**config.mk**
```make
export PLATFORM = sky130hd
export DESIGN_NAME = hazard_ctrl
export DESIGN_NICKNAME = d
export VERILOG_FILES = /design/src/rtl/mips_pkg.sv /design/src/rtl/sat_counter.sv /design/src/rtl/hazard_ctrl.sv
export SDC_FILE = /design/constraint.sdc
export NUM_CORES = 1
export LEC_CHECK = 0
export CAP_MARGIN = 10
export CORE_MARGIN = 5
export CORE_UTILIZATION = 45
export DETAILED_ROUTE_END_ITERATION = 8
export PLACE_DENSITY = 0.75
export SETUP_SLACK_MARGIN = 0.5
export SYNTH_ARGS = -nofsm -noshare
export SYNTH_HDL_FRONTEND = slang
export SYNTH_SLANG_ARGS = --single-unit
```
**constraint.sdc**
```tcl
create_clock -name clk -period 4.6 [get_ports clk]
set_input_delay 0.46 -clock clk [delete_from_list [all_inputs] [get_ports clk]]
set_output_delay 0.46 -clock clk [all_outputs]
set_load 0.02 [all_outputs]
```
**src/rtl/mips_pkg.sv**
```systemverilog
// mips_pkg: opcode constants, hazard FSM state type and rt-usage helper.
package mips_pkg;
  localparam logic [5:0] OP_RTYPE = 6'h00;
  localparam logic [5:0] OP_LW    = 6'h23;
  localparam logic [5:0] OP_SW    = 6'h2B;
  localparam logic [5:0] OP_BEQ   = 6'h04;
  localparam logic [5:0] OP_J     = 6'h02;
  localparam logic [5:0] OP_ADDI7 = 6'h07;
  typedef enum logic {RUN, STALL} state_e;
  function automatic logic uses_rt(input logic [5:0] op);
    return (op == OP_RTYPE) || (op == OP_SW) || (op == OP_BEQ);
  endfunction
endpackage

```
**src/rtl/sat_counter.sv**
```systemverilog
// sat_counter: event counter that holds at all-ones instead of wrapping.
module sat_counter #(
  parameter int W = 16
) (
  input  logic         clk,
  input  logic         rst_n,
  input  logic         inc,
  output logic [W-1:0] count
);
  logic [W-1:0] count_q, count_d;
  always_comb count_d = (inc && count_q != '1) ? count_q + W'(1) : count_q;
  always_ff @(posedge clk) begin
    if (!rst_n) count_q <= '0;
    else        count_q <= count_d;
  end
  assign count = count_q;
endmodule

```
**src/rtl/hazard_ctrl.sv**
```systemverilog
// hazard_ctrl: load-use stall, jump and taken-branch flush control for the 5-stage MIPS pipe.
module hazard_ctrl
  import mips_pkg::*;
#(
  parameter int STALL_CYCLES = 1,
  parameter int CNT_W        = 16
) (
  input  logic             clk,
  input  logic             rst_n,
  input  logic             id_valid,
  input  logic [5:0]       id_opcode,
  input  logic [4:0]       id_rs,
  input  logic [4:0]       id_rt,
  input  logic             id_mem_read,
  input  logic             id_jump,
  input  logic             mem_branch_taken,
  output logic             control,
  output logic             pc_write,
  output logic             ifid_write,
  output logic             ifid_flush,
  output logic             idex_flush,
  output logic             exmem_flush,
  output logic [CNT_W-1:0] stall_cnt,
  output logic [CNT_W-1:0] flush_cnt
);
  state_e     state_q, state_d;
  logic [2:0] cnt_q, cnt_d;
  logic       ex_ld_valid_q, ex_ld_valid_d;
  logic [4:0] ex_ld_rt_q, ex_ld_rt_d;
  logic       hazard, stall_inc, flush_inc;
  assign hazard = id_valid && ex_ld_valid_q && ex_ld_rt_q != '0 &&
                  (ex_ld_rt_q == id_rs || (uses_rt(id_opcode) && ex_ld_rt_q == id_rt));
  always_comb begin
    {control, pc_write, ifid_write, ifid_flush, idex_flush, exmem_flush} = 6'b111000;
    state_d   = state_q;
    cnt_d     = cnt_q;
    stall_inc = 1'b0;
    flush_inc = 1'b0;
    if (!rst_n) begin
      {control, pc_write, ifid_write, ifid_flush, idex_flush, exmem_flush} = 6'b000110;
    end else if (mem_branch_taken) begin
      {control, pc_write, ifid_write, ifid_flush, idex_flush, exmem_flush} = 6'b011111;
      state_d   = RUN;
      cnt_d     = '0;
      flush_inc = 1'b1;
    end else if (state_q == STALL) begin
      {control, pc_write, ifid_write, ifid_flush, idex_flush, exmem_flush} = 6'b000000;
      stall_inc = 1'b1;
      cnt_d     = cnt_q - 3'd1;
      state_d   = (cnt_q <= 3'd1) ? RUN : STALL;
    end else if (hazard) begin
      {control, pc_write, ifid_write, ifid_flush, idex_flush, exmem_flush} = 6'b000000;
      stall_inc = 1'b1;
      state_d   = (STALL_CYCLES > 1) ? STALL : RUN;
      cnt_d     = 3'(STALL_CYCLES - 1);
    end else if (id_valid && id_jump) begin
      ifid_flush = 1'b1;
      flush_inc  = 1'b1;
    end
    // a bubble or flush drops the load from the shadow, which is what ends the hazard
    ex_ld_valid_d = control && id_valid && id_mem_read && !idex_flush;
    ex_ld_rt_d    = id_rt;
  end
  always_ff @(posedge clk) begin
    if (!rst_n) begin
      state_q       <= RUN;
      cnt_q         <= '0;
      ex_ld_valid_q <= 1'b0;
      ex_ld_rt_q    <= '0;
    end else begin
      state_q       <= state_d;
      cnt_q         <= cnt_d;
      ex_ld_valid_q <= ex_ld_valid_d;
      ex_ld_rt_q    <= ex_ld_rt_d;
    end
  end
  sat_counter #(.W(CNT_W)) u_stall_cnt (.clk(clk), .rst_n(rst_n), .inc(stall_inc), .count(stall_cnt));
  sat_counter #(.W(CNT_W)) u_flush_cnt (.clk(clk), .rst_n(rst_n), .inc(flush_inc), .count(flush_cnt));
endmodule

```
# Yosys cells after proc, flatten, opt, wreduce, memory -nomap -nowiden
# Index checks and enable logic that the tools add are counted.
# op_classes
add_sub_neg,3
magnitude_cmp,1
eq_ne,6
mux,22
n_bitwise,2
n_reduce_logical,19
# ops
op,count
adder 16 x 1 -> 16 bit (second input constant),2
!= test 16 bit (second input constant),2
2-to-1 mux 1 bit,20
== test 5 bit,2
logical AND 1 bit,10
== test 6 x 3 -> 1 bit (second input constant),1
== test 6 bit (second input constant),1
zero test 6 bit,1
2-to-1 mux 3 bit,2
nonzero test 5 bit,1
less-or-equal comparator 3 x 1 -> 1 bit (second input constant),1
logical OR 1 bit,3
OR reduction 3 bit,1
subtractor 3 x 1 -> 3 bit (second input constant),1
inverter 1 bit,2
nonzero test 2 bit,1
OR reduction 2 bit,1
zero test 1 bit,1
# word_totals
reg_bits,42
in_bits,22
output_inout_bits,38
wordCells,59

# Longest topological paths before layout
# logic_depth
depth_word,13
ltp_mapped,8
ltp_nobuf,7

# By module
# Synthesis repeated with hierarchy kept, for this count alone.
# hier_totals
hier_cells,268
area_unflattened_um2,2301.0
# modules_own_cells
mod,instances,cells_each,area_per_inst_um2,seq_area_each_um2
sat_counter,2,97,837.1,320.3
hazard_ctrl,1,74,626.9,200.2

# Worst setup path after synthesis
# Ideal clock, no wire load.
# synth_path
path_type,flip-flop to output port
start,reg ex_ld_rt_q[0]
end,out pc_write
arrival_ns,2.194
required_ns,4.140
slack_ns,1.946
stages_incl_launch_ff,9
n_path_buf,2
cell_sequence,dfxtp_1 > or3_1 > o311a_4 > a41oi_4 > and2_2 > clkbuf_1 > nor2_1 > nor2_1 > buf_4
# synth_between
elab_chain_cells,8
elab_cells_between_ends,11
classes_between,eq/ne (2); mux (4); reduce/logical (5)
# synth_rtl
item,line_no,text
start: declaration,hazard_ctrl.sv:29,"logic [4:0] ex_ld_rt_q, ex_ld_rt_d;"
start signal: assignment,hazard_ctrl.sv:74,ex_ld_rt_q <= ex_ld_rt_d;
== test 5 bit,hazard_ctrl.sv:32,(ex_ld_rt_q == id_rs || (uses_rt(id_opcode) && ex_ld_rt_q == id_rt));
logical AND 1 bit,hazard_ctrl.sv:32,
logical OR 1 bit,hazard_ctrl.sv:32,
logical AND 1 bit (*),hazard_ctrl.sv:31,assign hazard = id_valid && ex_ld_valid_q && ex_ld_rt_q != '0 &&
2-to-1 mux 1 bit (*) (4 in series),--,
end: declaration,hazard_ctrl.sv:18,"output logic pc_write,"
# Every way passes the cells marked *; elsewhere a longest branch is shown, timed or not.

# Worst setup path in the final report
# layout_path
start,in id_rt[3]
end,out ifid_flush
# layout_between
elab_chain_cells,8
# layout_rtl
item,line_no,text
start: declaration,hazard_ctrl.sv:13,"input logic [4:0] id_rt,"
== test 5 bit,hazard_ctrl.sv:32,
logical AND 1 bit,hazard_ctrl.sv:32,
logical OR 1 bit,hazard_ctrl.sv:32,
logical AND 1 bit,hazard_ctrl.sv:31,
2-to-1 mux 1 bit,hazard_ctrl.sv:51,end else if (hazard) begin
2-to-1 mux 1 bit,hazard_ctrl.sv:46,end else if (state_q == STALL) begin
2-to-1 mux 1 bit,hazard_ctrl.sv:41,end else if (mem_branch_taken) begin
2-to-1 mux 1 bit,hazard_ctrl.sv:39,if (!rst_n) begin
end: declaration,hazard_ctrl.sv:20,"output logic ifid_flush,"
# No other way between the ends.

==> impl_results.md <==
* Status: finished clean
* Critical Path End Type: output port
* Area Overhead vs Synth at 31.03%
* Leakage at 1.041 nW
* Sequential share of the synthesized area at a little under two fifths
* Htree depth at 2
* Worst path most repeated cell: clkdlybuf4s50_1
* Vias at 2082
* Post-Place Cell Area at approximately 0.0029 mm2
* Post-CTS setup buffer count at 0
* Mapped Cells at between 200 and 300
* Total GRT Usage at a little under a fifth
* Mux cell area share after synthesis at 4.875%
* Max_cap viols at 0
* Antenna diodes at 0
* Hpwl dp at ~4.1 mm
* Die W at ~80 um
* Compound-Gate Fraction of Synth Area at approximately 17%
* Largest net degree at the start of global routing at 25
* Worst-path clk slew at 0.08 ns
* Post-Synthesis Net Count at 286
* Asr flop ratio synth at 0%
* Count of pins over their slew limit at 0
* CTS Sinks at 42
* Post-route cell area at 0.002959 mm2
* Clock Skews at ~0.0065 ns
* Layout cells sized above 1 at between 6 and 7%
* Worst Hold Class: reg2reg
* RePlAce Congestion at around 0.8
* VDD IR max at 0.1735 mV
* First-pass GRT wire length at about 9.5 mm
* Crit-path max FO at 7
* Remaining antenna violation count at 0
* Aggregate routed wire length at approximately 5.7 mm
* CP cell instances: clkdlybuf4s50_1, xor2_1, nor4_1, nand4_2, and2_2, a21o_1, clkdlybuf4s50_1
* Post-CTS resize count at 0
* Antenna violations before repair at 0
* Largest family of logic cells by synthesized area: simple AND/OR/NAND/NOR gates
* Fill count at approximately 420
* Nets@finish at ~340
* Pre-CTS WS at roughly 1.4 ns
* Hold-fix buffers, CTS at 0
* Num rows at 25
* EDFF count, synth at 0
* Core Footprint at between 0.004 and 0.005 mm2
* CP delay by family, top: simple AND/OR/NAND/NOR gates
* Vias per cell at approximately 5.5
* DRT Pass-1 Iters at 4
* RSZ-0062 raised after global routing: no
* Worst Path Buf+Inv at 2
* Synth unique cells at 46
* Starting Density at between 40% and 50%
* Synth Flop Type: dfxtp_1
* Total die area at about 0.0065 mm2
* IO Count at 60
* Data required time of the critical path at a little over 4 ns
* Fin. Hold Viols at 0
* Bufs on Longest Clock Path at 2
* Adder-cell area share of the yosys netlist at 2.216%
* Setup_tns at 0 ns
* Synth Area in Simple Gates at a little under a third
* CP arrival at about 2.8 ns
* DR WL/cell at approximately 15 um
* Synthesized area per cell at between 8 and 9 um2
* Period Utilization, post-route at ~70%
* Port bufs at 59
* Overflow after GRT at 0
* Root buffer cell: clkbuf_8
* Cells after DPL at 375
* Max Freq at between 0.3 and 0.4 GHz
* Post-Syn Area at 0.002258 mm2
* Register area at approximately 840 um2
* Power per Cell Area at between 200 and 250 mW/mm2
* Number of global-route vias before repair at 2030
* Post-Synth XOR/XNOR Area at about 4.7%
* DRC at 0
* Yosys warns at 0
* CP max stage cell: clkdlybuf4s50_1
* TritonCTS clock tree: yes
* Total area of multi-input combinational cells at 0.001326 mm2
* Final setup vio count at 0
* Util after Layout at 61.83%
* Relative slew slack at between 50% and 60%
* Crit Path Category: in2out
* Slew @ Worst Pin at between 0.6 and 0.7 ns
* Delay of the slowest critical-path stage at ~0.54 ns
* Die Y at 80.84 um
* Seq cells post-synth at 42
* Worst-Skew Late Latency at about 0.29 ns
* Final WS setup at 1.364 ns
* Fin crit period at 3.236 ns
* Startpoint Class: input port
* Final std cells w/o fill at 382
* DR iter-0 viols at 101
* Num CTS Buffers at 5
[final timing paths]
path / startpoint / to / slack, ns / depth (start not counted)
setup / recovery: id_rt[3] / ifid_flush / 1.36 / 7
hold / removal: u_stall_cnt.count[9] / u_stall_cnt.count[9] / 0.49 / 2
setup reg to reg: ex_ld_rt_q[0] / u_flush_cnt.count[15] / 2.15 / 6
hold reg to reg: u_stall_cnt.count[9] / u_stall_cnt.count[9] / 0.49 / 2
[state kept, by name, summed over array words and instances, names as in the netlist]
| register | cells |
|---|---|
| ex_ld_valid_q | 1 |
| u_stall_cnt.count | 16 |
| u_flush_cnt.count | 16 |
| ex_ld_rt_q | 5 |
| cnt_q | 3 |
| state_q | 1 |
[metrics by stage]
stage	hold WS, ns	power (mW)
2_1_floorplan	0.4549	0.4194
5_1_grt	0.5260	0.7006
4_1_cts	0.4950	0.6794
3_5_place_dp	0.4824	0.4563
3_3_place_gp	0.4687	0.4551
6_report	0.4904	0.6721
[per-layer routing]
metal / up-vias / GRT usage [%] / routed length (um)
li1: 1053 / - / -
met1: 973 / 23.28 / 2605
met2: 51 / 30.46 / 2615
met3: 5 / 3.880 / 364
met4: 0 / 6.926 / 70
met5: - / 0 / 0
[report_power, final]
| group | internal [mW] | switching (mW) |
|---|---|---|
| clock network | 0.105 | 0.120 |
| logic | 0.0374 | 0.0368 |
| registers | 0.368 | 0.00558 |
| total | 0.510 | 0.162 |
[synthesized netlist by cell type (5+ instances only)]
library cell | number | area share [%]
dfxtp_1 | 42 | 37
nand4_1 | 8 | 2.2
o21ai_0 | 8 | 1.8
nor2_1 | 13 | 2.2
xor2_1 | 8 | 3.1
clkbuf_1 | 10 | 1.7
nand3_1 | 14 | 3.1
and2_1 | 7 | 1.9
inv_1 | 5 | 0.83
and3_1 | 8 | 2.2
o31ai_1 | 9 | 3.0
a21oi_1 | 20 | 4.4
or4_1 | 9 | 3.0
nand2b_1 | 7 | 1.9
mux2i_1 | 11 | 4.9
or3_1 | 8 | 2.2
nand2_1 | 27 | 4.5
[worst min-delay path, stage by stage (launching register included)]
cell     delay (ns)
dfxtp_1        0.33
o31ai_1        0.06
a21oi_1        0.06
[layout by cell type, fill, tap and decap left out, types with 7 or more instances in the layout]
cell and count:
xor2_1 8, and3_1 8, or3_1 8, nand2b_1 7, dfxtp_1 42, or4_1 9, o31ai_1 9, and2_1 7
nor2_1 13, clkdlybuf4s50_1 59, o21ai_0 8, a21oi_1 20, nand2_1 27, nand4_1 8, nand3_1 14, mux2i_1 11
[logic make-up after synthesis]
| group | Yosys count |
|---|---|
| simple gates | 120 |
| compound gates | 52 |
| flops | 42 |
| buf+inv | 19 |
| xor+xnor | 12 |
| mux | 11 |
| fa+ha+maj | 4 |
[final cells by class]
class                   instances  share of cell area, %
clock buffers                   7                  2.579
flip-flops and latches         42                  28.41
inverters                       5                 0.6342
repair buffers                 62                  20.72
well taps                      67                  2.833
multi-input cells             199                  44.82
Note: power is estimated with default switching activity, not from simulation.
